File: config.mk
export PLATFORM = sky130hd
export DESIGN_NAME = trigger_unit_mc
export DESIGN_NICKNAME = d
export VERILOG_FILES = /design/src/rtl/trigger_unit_pkg.sv /design/src/rtl/cdc_simple.sv /design/src/rtl/trigger_unit_mc.sv
export SDC_FILE = /design/constraint.sdc
export NUM_CORES = 1
export LEC_CHECK = 0
export CORE_MARGIN = 10
export CORE_UTILIZATION = 35
export DETAILED_ROUTE_END_ITERATION = 12
export PLACE_DENSITY = 0.57
export SLEW_MARGIN = 0
export SYNTH_ARGS = -nofsm -noshare
export SYNTH_HDL_FRONTEND = slang
export SYNTH_SLANG_ARGS = --single-unit
File: constraint.sdc
create_clock -name adc_clk -period 2.9 [get_ports adc_clk]
set_clock_uncertainty 0.15 [all_clocks]
set_input_delay 0.58 -clock adc_clk [delete_from_list [all_inputs] [get_ports adc_clk]]
set_output_delay 0.58 -clock adc_clk [all_outputs]
set_load 0.01 [all_outputs]
File: src/rtl/trigger_unit_pkg.sv
// Shared state encoding and default widths for the multi-channel trigger unit.
package trigger_unit_pkg;

  localparam int NUM_TRIG_MAX = 8;
  localparam int DEF_NUM_TRIG = 4;
  localparam int DEF_OFFSET_W = 32;
  localparam int DEF_SEG_W    = 16;
  localparam int DEF_LEN_W    = 32;

  typedef enum logic [2:0] {
    ST_IDLE,
    ST_ARMED_PEND,
    ST_WAIT_INACT,
    ST_ARMED,
    ST_DELAY,
    ST_REARM,
    ST_DONE_WAIT
  } state_t;

endpackage

File: src/rtl/cdc_simple.sv
// Two-flop synchroniser for a single asynchronous level into the local clock domain.
module cdc_simple (
  input  logic clk,
  input  logic rst_n,
  input  logic d,
  output logic q
);

  logic meta;

  always_ff @(posedge clk or negedge rst_n) begin
    if (!rst_n) begin
      meta <= 1'b0;
      q    <= 1'b0;
    end else begin
      meta <= d;
      q    <= meta;
    end
  end

endmodule

File: src/rtl/trigger_unit_mc.sv
// Multi-channel, multi-segment trigger unit: channel combine, offset delay, one capture_go_o per segment.
// Optional post-capture holdoff is built when TRIGGER_UNIT_HOLDOFF_EN is defined (adds port holdoff_i).
module trigger_unit_mc
  import trigger_unit_pkg::*;
#(
  parameter int NUM_TRIG = DEF_NUM_TRIG,
  parameter int OFFSET_W = DEF_OFFSET_W,
  parameter int SEG_W    = DEF_SEG_W,
  parameter int LEN_W    = DEF_LEN_W
) (
  input  logic                adc_clk,
  input  logic                reset_n,
  input  logic [NUM_TRIG-1:0] trigger_i,
  input  logic [NUM_TRIG-1:0] trig_enable_i,
  input  logic [NUM_TRIG-1:0] trig_level_i,
  input  logic                trig_and_i,
  input  logic                trigger_wait_i,
  input  logic                trigger_now_i,
  input  logic                arm_i,
  input  logic                armed_and_ready_i,
  input  logic [OFFSET_W-1:0] trigger_offset_i,
  input  logic [SEG_W-1:0]    num_segments_i,
  input  logic                capture_done_i,
`ifdef TRIGGER_UNIT_HOLDOFF_EN
  input  logic [15:0]         holdoff_i,
`endif
  output logic                arm_o,
  output logic                capture_active_o,
  output logic                capture_go_o,
  output logic [SEG_W-1:0]    segment_count_o,
  output logic [NUM_TRIG-1:0] trig_source_o,
  output logic [LEN_W-1:0]    trigger_length_o,
  output state_t              dbg_state
);

  // Handshake: armed_and_ready_i is a level sampled only while arming; capture_done_i is a level
  // that ends the run from any non-idle state; capture_go_o is a one-cycle strobe, no back-pressure.

  state_t              state, state_nxt;
  logic [NUM_TRIG-1:0] chan_hit;
  logic                match_raw, match, hold_busy;
  logic                now_sync, now_d, now_rise, arm_d, arm_rise;
  logic [OFFSET_W-1:0] cnt;
  logic                rearm_seen;
  logic [SEG_W-1:0]    segs_eff;
  logic                last_seg;
  logic                clear_run, start_delay, first_trig, fire, cnt_inc, rearm_set;

  assign chan_hit  = trig_enable_i & ~(trigger_i ^ trig_level_i);
  assign match_raw = trig_and_i ? ((trig_enable_i != '0) && ((chan_hit | ~trig_enable_i) == '1))
                                : (chan_hit != '0);
  assign match     = match_raw & ~hold_busy;

  cdc_simple u_now_sync (
    .clk  (adc_clk),
    .rst_n(reset_n),
    .d    (trigger_now_i),
    .q    (now_sync)
  );

  assign now_rise = now_sync & ~now_d;
  assign arm_rise = arm_i & ~arm_d;
  assign segs_eff = (num_segments_i == '0) ? SEG_W'(1) : num_segments_i;
  assign last_seg = ({1'b0, segment_count_o} + (SEG_W+1)'(1)) >= {1'b0, segs_eff};

`ifdef TRIGGER_UNIT_HOLDOFF_EN
  logic [15:0] hold_cnt;

  always_ff @(posedge adc_clk or negedge reset_n) begin
    if (!reset_n)               hold_cnt <= '0;
    else if (clear_run)         hold_cnt <= '0;
    else if (fire)              hold_cnt <= holdoff_i;
    else if (hold_cnt != '0)    hold_cnt <= hold_cnt - 16'd1;
  end

  assign hold_busy = (hold_cnt != '0);
`else
  assign hold_busy = 1'b0;
`endif

  always_ff @(posedge adc_clk or negedge reset_n) begin
    if (!reset_n) state <= ST_IDLE;
    else          state <= state_nxt;
  end

  always_comb begin
    state_nxt   = state;
    clear_run   = 1'b0;
    start_delay = 1'b0;
    first_trig  = 1'b0;
    fire        = 1'b0;
    cnt_inc     = 1'b0;
    rearm_set   = 1'b0;
    case (state)
      ST_IDLE: if (arm_rise) begin
        clear_run = 1'b1;
        state_nxt = trigger_wait_i ? ST_WAIT_INACT : ST_ARMED_PEND;
      end
      ST_ARMED_PEND: if (armed_and_ready_i) state_nxt = ST_ARMED;
      ST_WAIT_INACT: if (armed_and_ready_i && !match) state_nxt = ST_ARMED;
      ST_ARMED: if (match || now_rise) begin
        state_nxt   = ST_DELAY;
        start_delay = 1'b1;
        first_trig  = 1'b1;
      end
      ST_DELAY: if (cnt == trigger_offset_i) begin
        fire      = 1'b1;
        state_nxt = last_seg ? ST_DONE_WAIT : ST_REARM;
      end else begin
        cnt_inc = 1'b1;
      end
      // A new segment needs the combined match to go inactive and then active again.
      ST_REARM: if (rearm_seen && match) begin
        state_nxt   = ST_DELAY;
        start_delay = 1'b1;
      end else if (!match && !hold_busy) begin
        rearm_set = 1'b1;
      end
      ST_DONE_WAIT: state_nxt = ST_DONE_WAIT;
      default: state_nxt = ST_IDLE;
    endcase
    // Abort wins over everything, including a go due on the same edge.
    if (state != ST_IDLE && (capture_done_i || !arm_i)) begin
      state_nxt   = ST_IDLE;
      start_delay = 1'b0;
      first_trig  = 1'b0;
      fire        = 1'b0;
      cnt_inc     = 1'b0;
      rearm_set   = 1'b0;
    end
  end

  always_ff @(posedge adc_clk or negedge reset_n) begin
    if (!reset_n) begin
      now_d            <= 1'b0;
      arm_d            <= 1'b0;
      cnt              <= '0;
      rearm_seen       <= 1'b0;
      capture_go_o     <= 1'b0;
      segment_count_o  <= '0;
      trig_source_o    <= '0;
      trigger_length_o <= '0;
    end else begin
      now_d        <= now_sync;
      arm_d        <= arm_i;
      capture_go_o <= fire;
      if (start_delay)  cnt <= '0;
      else if (cnt_inc) cnt <= cnt + OFFSET_W'(1);
      if (start_delay || fire) rearm_seen <= 1'b0;
      else if (rearm_set)      rearm_seen <= 1'b1;
      if (clear_run)                                   segment_count_o <= '0;
      else if (fire && segment_count_o != '1)          segment_count_o <= segment_count_o + SEG_W'(1);
      if (clear_run)       trig_source_o <= '0;
      else if (first_trig) trig_source_o <= chan_hit;
      if (clear_run) trigger_length_o <= '0;
      else if (state != ST_IDLE && match_raw && trigger_length_o != '1)
        trigger_length_o <= trigger_length_o + LEN_W'(1);
    end
  end

  assign arm_o            = (state == ST_WAIT_INACT) || (state == ST_ARMED);
  assign capture_active_o = (state == ST_DELAY) || (state == ST_REARM) || (state == ST_DONE_WAIT);
  assign dbg_state        = state;

endmodule
---- Yosys cells after proc, flatten, opt, wreduce, memory -nomap -nowiden ----
Cells that the tools add are included.
storage, ports and cells
  register bits after elaboration ......... 93
  bits in latches ......................... 0
  bits in writable memories ............... 0
  memory bits (read-only) ................. 0
  input bits .............................. 68
  output and inout bits ................... 58
  logic and storage cells ................. 107
  memories ................................ 0
cells by class
  add/subtract/negate cells ............... 4
  multiply operators ...................... 0
  div/mod/pow operators ................... 0
  order comparisons ....................... 1
  equal/unequal tests ..................... 16
  shift-type cells ........................ 0
  multiplexer cells ....................... 40
  bitwise logic cells ..................... 9
  reduce and logical (&&, ||, !) cells .... 26
operators by type and width
  operator                                                         number
  32-bit 2-to-1 mux                                                4
  32-bit by 1-bit adder with 32-bit output, second input constant  2
  16-bit 2-to-1 mux                                                3
  32-bit == test                                                   1
  32-bit != test, second input constant                            1
  3-bit 2-to-1 mux                                                 7
  3-bit one-hot mux with 7 select lines                            1
  1-bit 2-to-1 mux                                                 20
  3-bit != test, second input constant                             6
  16-bit by 1-bit adder with 17-bit output, second input constant  1
  17-bit by 16-bit >= comparator with 1-bit output                 1
  16-bit by 1-bit adder with 16-bit output, second input constant  1
  16-bit zero test                                                 1
  16-bit != test, second input constant                            1
  2-bit nonzero test                                               5
  3-bit == test, second input constant                             3
  4-bit 2-to-1 mux                                                 2
  4-bit inverter                                                   2
  4-bit nonzero test                                               2
  1-bit logical AND                                                7
  3-bit by 2-bit == test with 1-bit output, second input constant  2
  1-bit logical OR                                                 6
  6-bit AND reduction                                              1
  4-bit AND                                                        1
  other kinds (11)                                                 15

---- Longest topological paths before layout ----
Gate-level depths: netlist (run 1).
  word-level depth ........................ 13
  mapped depth ............................ 12
  depth with buffers taken out ............ 12

---- Modules after synthesis ----
A second synthesis (run 1) with hierarchy kept.
second synthesis, totals
  cell total of the unflattened synthesis .. 683
  area, all modules ....................... 5964.5 um^2
by module, submodules not included
  module           times used  cells each  area each (um^2)  sequential area each (um^2)
  trigger_unit_mc  1           681         5914.4            2277.2
  cdc_simple       1           2           50.0              50.0

---- Worst setup path after synthesis (run 1) ----
Ideal clock, no wire load.
  path type ............................... register -> register
  start point ............................. register segment_count_o[0]
  end point ............................... register state[1] (netlist: dbg_state[1])
  library setup time ...................... 0.123 ns
  arrival time ............................ 2.631 ns
  required time ........................... 2.627 ns
  path slack .............................. -0.004 ns
  cell stages (with the launch flop) ...... 13
  buffers on the path ..................... 0
  period minus slack after synthesis ...... 2.904 ns
  cell sequence ........................... dfrtp_1 -> ha_1 -> nand2_1 -> nor3_1 -> nand3_1 -> xnor2_1 -> ha_1 -> a21o_1 -> a211o_1 -> a31oi_1 -> o211ai_1 -> nor3b_1 -> o2bb2ai_1
on the way
  word-level cells in the longest chain between the ends .. 6
RTL lines
  item                                              line                    source
  start, declared                                   trigger_unit_mc.sv:30   output logic [SEG_W-1:0] segment_count_o,
  start signal, assigned                            trigger_unit_mc.sv:152  else if (fire && segment_count_o != '1) segment_count_o <= segment_count_o + SEG_W'(1);
  16-bit by 1-bit adder with 17-bit output          trigger_unit_mc.sv:64   assign last_seg = ({1'b0, segment_count_o} + (SEG_W+1)'(1)) >= {1'b0, segs_eff};
  17-bit by 16-bit >= comparator with 1-bit output  trigger_unit_mc.sv:64
  2-bit 2-to-1 mux                                  trigger_unit_mc.sv:108  state_nxt = last_seg ? ST_DONE_WAIT : ST_REARM;
  3-bit 2-to-1 mux                                  trigger_unit_mc.sv:106  ST_DELAY: if (cnt == trigger_offset_i) begin
  3-bit one-hot mux with 7 select lines             trigger_unit_mc.sv:94   case (state)
  3-bit 2-to-1 mux                                  trigger_unit_mc.sv:123  if (state != ST_IDLE && (capture_done_i || !arm_i)) begin
  end signal, assigned                              trigger_unit_mc.sv:83   else state <= state_nxt;
  end, declared                                     trigger_unit_mc.sv:39   state_t state, state_nxt;
No other way between the ends. The select of a mux whose other input is x is not followed.
A chain may end at the register's enable or synchronous reset.

---- Worst setup path in the final report (run 1) ----
  start point ............................. register segment_count_o[1]
  end point ............................... register state[0] (netlist: dbg_state[0])
The elaborated chain is that of the path after synthesis.

==> results of run 1 <==
sequential cells by signal, indices dropped and copies added (netlist names), 3 cells and up:
signal / cells
segment_count_o: 16
cnt: 32
trig_source_o: 4
dbg_state: 3
trigger_length_o: 32
power by group:
| part | internal, uW | leakage [uW] | switching [uW] |
|---|---|---|---|
| Clock | 759 | 0.000152 | 540 |
| Sequential | 1420 | 0.00126 | 173 |
| Combinational | 528 | 0.00247 | 515 |
repair_timing:
item | 4_1_cts | 5_1_grt
pin swaps | 9 | 25
setup buffers | 5 | 4
setup endpoints to repair | 14 | 23
gates resized for setup | 10 | 39
Yosys cell counts (2+ instances only):
library cell	instances	area share, %
a211oi_1	9	1.1
a21o_1	2	0.25
a21oi_1	51	4.2
a22o_1	2	0.29
a31o_1	4	0.57
a31o_2	5	0.72
a31oi_1	5	0.51
and2_1	15	1.5
and3_1	12	1.2
and4_1	10	1.4
buf_2	7	0.57
buf_6	2	0.37
clkbuf_1	21	1.3
dfrtp_1	93	38
ha_1	19	3.9
inv_1	34	2.1
mux2_1	9	1.7
mux2i_1	11	1.8
nand2_1	66	4.0
nand2b_1	9	0.92
nand3_1	27	2.2
nand3b_1	2	0.25
nand4_1	29	3.0
nor2_1	27	1.7
nor2b_1	2	0.20
nor3_1	10	0.82
nor3b_1	2	0.25
nor4_1	15	1.5
o211ai_1	7	0.86
o21ai_0	26	2.1
o21ai_1	4	0.33
o21ba_1	2	0.33
o21bai_1	3	0.37
o31ai_1	21	2.6
or2_2	5	0.51
or3_1	26	2.7
or4_1	23	2.8
xnor2_1	17	2.4
xor2_1	39	5.6
routing by layer:
metal | routed length (um) | vias to the layer above | share of wire, % | track usage (%)
met5 | 0 | - | 0 | 0
met4 | 176 | 0 | 0.90 | 4.081
met3 | 1002 | 14 | 5.1 | 3.726
met2 | 9386 | 146 | 48 | 26.97
met1 | 9011 | 2960 | 46 | 21.21
li1 | - | 2968 | - | -
area by class of cell:
class                           instances  area (um2)  area share (%)
Timing Repair Buffer                  218        2016           22.83
Sequential cell                        93        2327           26.36
Clock inverter                          7       97.59           1.105
Inverter                               35       131.4           1.488
Clock buffer                            9       225.2           2.551
Multi-Input combinational cell        536        3751           42.48
Tap cell                              225       281.5           3.188
through the flow:
stage / instance area [um2] / hold WS [ns] / TNS, ns / utilization, %
finish: 8830 / 0.01884 / 0 / 51.23
global placement: 8194 / 0.1856 / -11.00 / 47.54
CTS: 8603 / 0.02523 / -0.03564 / 49.91
floorplan: 6128 / 0.1344 / 0 / -
detailed placement: 8194 / 0.1925 / -15.15 / 47.54
global route: 8830 / 0.03772 / -0.2223 / 51.23
kinds of logic (layout without fill, tap and decap cells):
| logic type | Yosys count | count (layout) | synth area share [%] |
|---|---|---|---|
| adders and majority gates | 19 | 19 | 3.882 |
| and+or+nand+nor | 284 | 284 | 25.58 |
| xor gates and xnor gates | 56 | 56 | 8.010 |
| muxes | 21 | 21 | 3.637 |
| AOI/OAI and AO/OA | 156 | 156 | 16.51 |
| DFF | 93 | 93 | 38.01 |
| buffers and inverters | 65 | 269 | 4.373 |
how the worst min path moves through the flow:
stage                          startpoint            endpoint
final                             reset_n  segment_count_o[6]
after global routing              reset_n  segment_count_o[8]
after CTS                         reset_n  segment_count_o[7]
after detailed placement  u_now_sync.meta        u_now_sync.q
after global placement    u_now_sync.meta        u_now_sync.q
after floorplan                   reset_n               arm_d
==> qor.txt, run 1 <==
Row Count: 48
dpl cells: 1,098
total global routing overflow: 0
htree depth: 3
Worst VDD drop: 0.0003064 V
hold bufs inserted after CTS: 0
WP data arrival: 2.96 ns
required time worst endpoint: 2.98 ns
Initial Util: 35.53%
Starting DRT DRC Count: 370
Non-Filler Instances: 1,123
max_cap viols: 0
reg2reg setup slack: 0.02 ns
dpl ws: -0.4597 ns
Overall Power: 3931 uW
GPL Wtd Cong: 0.8392
CTS tree: done
initial antenna violation count: 0
Seq/Total Area, Yosys: 38.01%
setup violators final: 0
Inserted Clock Buffers: 9
RSZ-0062 raised after global routing: yes
Slew HR: 63.82%
CORE AREA: 17,240 um2
reg2reg path depth: 14
Final Hold Vio Count: 0
Synth cell types: 60
PortBufs: 125
critical path peak fanout: 7
die area: 23,190 um2
crit path time final: 2.879 ns
Worst-Skew Late Latency: 0.35 ns
dominant synthesized flop cell: dfrtp_1
crit path kind: register to register
delay-heaviest family, CP: simple AND/OR/NAND/NOR gates
slowest stage cell, crit path: dfrtp_1
largest net degree at the start of global routing: 65
Post-synth EDFFs: 0
commonest non-fill, non-tap cell in the layout: clkdlybuf4s50_1
CP Depth: 14
synthesized net count: 781
die width: 152.3 um
CTS Buffer Depth: 2
share of cells above drive strength 1: 17.04%
most frequent cells in the layout: clkdlybuf4s50_1 (119), dfrtp_1 (93), buf_4 (86)
Final Net Count: 980
I/O pin count: 126
Routed WL per cell: 17.43 um
Cell Chain, Critical Path: buf_4 -> nand3_1 -> buf_6 -> nor2_1 -> xor2_1 -> ha_1 -> nand4_1 -> buf_4 -> buf_4 -> nor4_2 -> o21bai_1 -> o211ai_1 -> nor3_1 -> o221a_2
number of routed nets with antenna violations: 0
CP dominant cell by count: buf_4
ant diodes: 0
Fill cells: 1,603
1st-pass router iterations: 5
hold crit path type: input port to async pin
pwr/cell area: 445.3 nW/um2
clk sink count: 93
Worst Setup SP: segment_count_o[1]
CP endpoint: dbg_state[0]
Crit. End Element: register
first-pass GRT wire length: 32.08 mm
post-route setup slack: 0.02111 ns
P_leak: 0.003888 uW
Setup crit start kind: register
synthesis-stage register bit count: 93
vias: 6,088
Total Wirelength: 19.58 mm
gr usage total: 16.40%
FMAX: 0.3474 GHz
Root Buffer: clkbuf_16
status: finished, final reports clean
Post-synth ARST share: 100.0%
worst r2r dst: dbg_state[0]
hpwl dp: 14.67 mm
Reg clk slew, reported paths: 0.07 ns
Syn. warnings: 0
post-synthesis cell count: 694
Final Cycle Share: 99.27%
Die Ht: 152.3 um
Layout area overhead: 44.20%
max incr delay on CP: 0.41 ns
worst path buffer plus inverter count: 4
via count of the first global-routing pass: 6,271
Vias/cell: 5.421
measured slew at the worst slew-check pin: 0.5408 ns
max-slew violations: 0
syn avg cell area: 8.823 um2
Worst R2R Start: segment_count_o[1]
Post-Syn Area: 6123 um2
remaining routing DRC violations: 0
Note: power is estimated with default switching activity, not from simulation.
==> run 2: changes to the inputs <==
Settings changed: CORE_UTILIZATION 35 to 47, PLACE_DENSITY 0.57 to 0.74.
==> run 2 against run 1 <==
The flow now finishes with violations (setup timing); combinational power up 9.6%; final area about the same; maximum frequency fell by 4.2%; critical path depth did not move; sequential share of layout area about the same; wire length fell by 0.21%; total power increased by 4.5%; count of clock-buffer cells in the layout increased by 2; register-to-register slack got worse by 0.13 ns; flip-flop and latch count unchanged; worst hold slack better by 0.047 ns; critical endpoint is now dbg_state[1]; largest power group unchanged.
==> qor.txt, run 2 (synthesis results as in run 1) <==
Worst VDD drop: 0.0003301 V
initial antenna violation count: 0
WP data arrival: 3.12 ns
crit path time final: 3.005 ns
CTS Buffer Depth: 2
CTS tree: done
via count of the first global-routing pass: 6,101
M1 GR Usage: 25.86%
delay-heaviest family, CP: simple AND/OR/NAND/NOR gates
Worst-Skew Late Latency: 0.34 ns
Inserted Clock Buffers: 9
htree depth: 3
Row Count: 41
Die Ht: 134.1 um
Total Wirelength: 19.53 mm
max incr delay on CP: 0.37 ns
critical path peak fanout: 3
layer with the highest usage: met2
CP dominant cell by count: buf_4
FMAX: 0.3327 GHz
Vias/cell: 5.848
dpl cells: 1,041
die area: 17,990 um2
1st-pass router iterations: 5
P_leak: 0.003869 uW
PortBufs: 125
max_cap viols: 0
largest net degree at the start of global routing: 54
ant diodes: 0
measured slew at the worst slew-check pin: 0.5551 ns
GPL Wtd Cong: 0.8897
Final Cycle Share: 103.6%
required time worst endpoint: 3.02 ns
number of routed nets with antenna violations: 0
first-pass GRT wire length: 30.16 mm
pwr/cell area: 465.2 nW/um2
setup violators final: 2
GRT met3 Usage: 4.182%
placed inst area: 8123 um2
Routed WL per cell: 18.27 um
hpwl dp: 13.86 mm
clk sink count: 93
status: finished with violations
largest registers: cnt x32, trigger_length_o x32, segment_count_o x16
gr usage total: 20.16%
slowest stage cell, crit path: dfrtp_1
Layout area overhead: 44.28%
Starting DRT DRC Count: 566
CORE AREA: 12,670 um2
fin util: 69.72%
remaining routing DRC violations: 0
RSZ-0062 raised after global routing: yes
failing checks: setup timing
hold_ws: 0.06571 ns
design area: 8835 um2
hold crit path type: input port to async pin
Final Net Count: 979
Slew HR: 62.99%
share of cells above drive strength 1: 17.84%
max-slew violations: 0
Fill cells: 972
worst path buffer plus inverter count: 3
post-route setup slack: -0.1054 ns
die width: 134.1 um
hold bufs inserted after CTS: 0
most frequent cells in the layout: clkdlybuf4s50_1 (118), dfrtp_1 (91), buf_4 (84)
Reg clk slew, reported paths: 0.06 ns
Crit. End Element: register
total global routing overflow: 0
commonest non-fill, non-tap cell in the layout: clkdlybuf4s50_1
crit path kind: register to register
vias: 6,251
Setup crit start kind: register
Initial Util: 48.33%
met2 usage: 33.67%
Final Hold Vio Count: 0
Root Buffer: clkbuf_16
Non-Filler Instances: 1,069
Cell Chain, Critical Path: ha_2 -> nand2_2 -> buf_4 -> nor2_1 -> xor2_1 -> ha_1 -> nand4_1 -> buf_4 -> nor3_2 -> a2111oi_4 -> buf_4 -> o211ai_1 -> nor3b_2 -> o2bb2ai_1
I/O pin count: 126
-- run 2: cell count changes in the layout (fill, tap and decap cells not counted), sizes merged --
cell / delta
clkbuf: +2
buf: -1
bufinv: +1
clkinv: -2
dlymetal6s2s: +1
clkinvlp: -1
clkdlybuf4s50: -1
-- run 2: per-layer routing --
metal,wire length (um),vias to the layer above,share of wire (%)
met4,300,0,1.5
met2,9379,213,48
li1,-,2967,-
met5,0,-,0
met1,8772,3047,45
met3,1080,24,5.5
-- run 2: final cells by class --
cell class,instances,area (um2),area share [%]
multi-input combinational,536,3777,42.76
inverter,35,131.4,1.487
tap,172,215.2,2.436
sequential,93,2330,26.37
clock buffer,11,242.7,2.747
timing repair buffer,217,2032,23.00
clock inverter,5,106.4,1.204
-- run 2: worst register-to-register path, stage by stage (launching register included) --
cell and delay [ns]:
dfrtp_1 0.37, ha_2 0.20, nand2_2 0.07, buf_4 0.14, nor2_1 0.13, xor2_1 0.11, ha_1 0.30, nand4_1 0.15
buf_4 0.19, nor3_2 0.24, a2111oi_4 0.08, buf_4 0.15, o211ai_1 0.29, nor3b_2 0.24, o2bb2ai_1 0.13
-- run 2: power by group --
part	internal [uW]	switching [uW]	leakage, uW
Clock	870	516	0.000166
Sequential	1420	167	0.00126
Combinational	575	565	0.00244
Total	2860	1250	0.00387
-- run 2: repair_timing --
item	CTS	global route
resized for setup	8	48
cloned	0	2
endpoints found under the setup margin	2	30
buffers inserted	2	8
pin swaps	13	22
-- run 2: final timing paths --
kind	end	slack, ns	depth (start not counted)	startpoint
max	dbg_state[1]	-0.11	14	segment_count_o[0]
min	segment_count_o[6]	0.07	1	reset_n
max reg2reg	dbg_state[1]	-0.11	14	segment_count_o[0]
min reg2reg	u_now_sync.q	0.21	0	u_now_sync.meta
max in group asynchronous	trigger_length_o[27]	1.84	2	reset_n
min in group adc_clk	u_now_sync.q	0.21	0	u_now_sync.meta
-- run 2: per-stage QoR --
step           setup TNS, ns  power, uW  setup WS (ns)
2_1_floorplan              0       2126        0.08523
3_3_place_gp          -9.425       2600        -0.3123
3_5_place_dp          -10.90       2644        -0.3397
4_1_cts                    0       4031       0.004719
5_1_grt              -0.5324       4316        -0.2562
6_report             -0.1878       4110        -0.1054
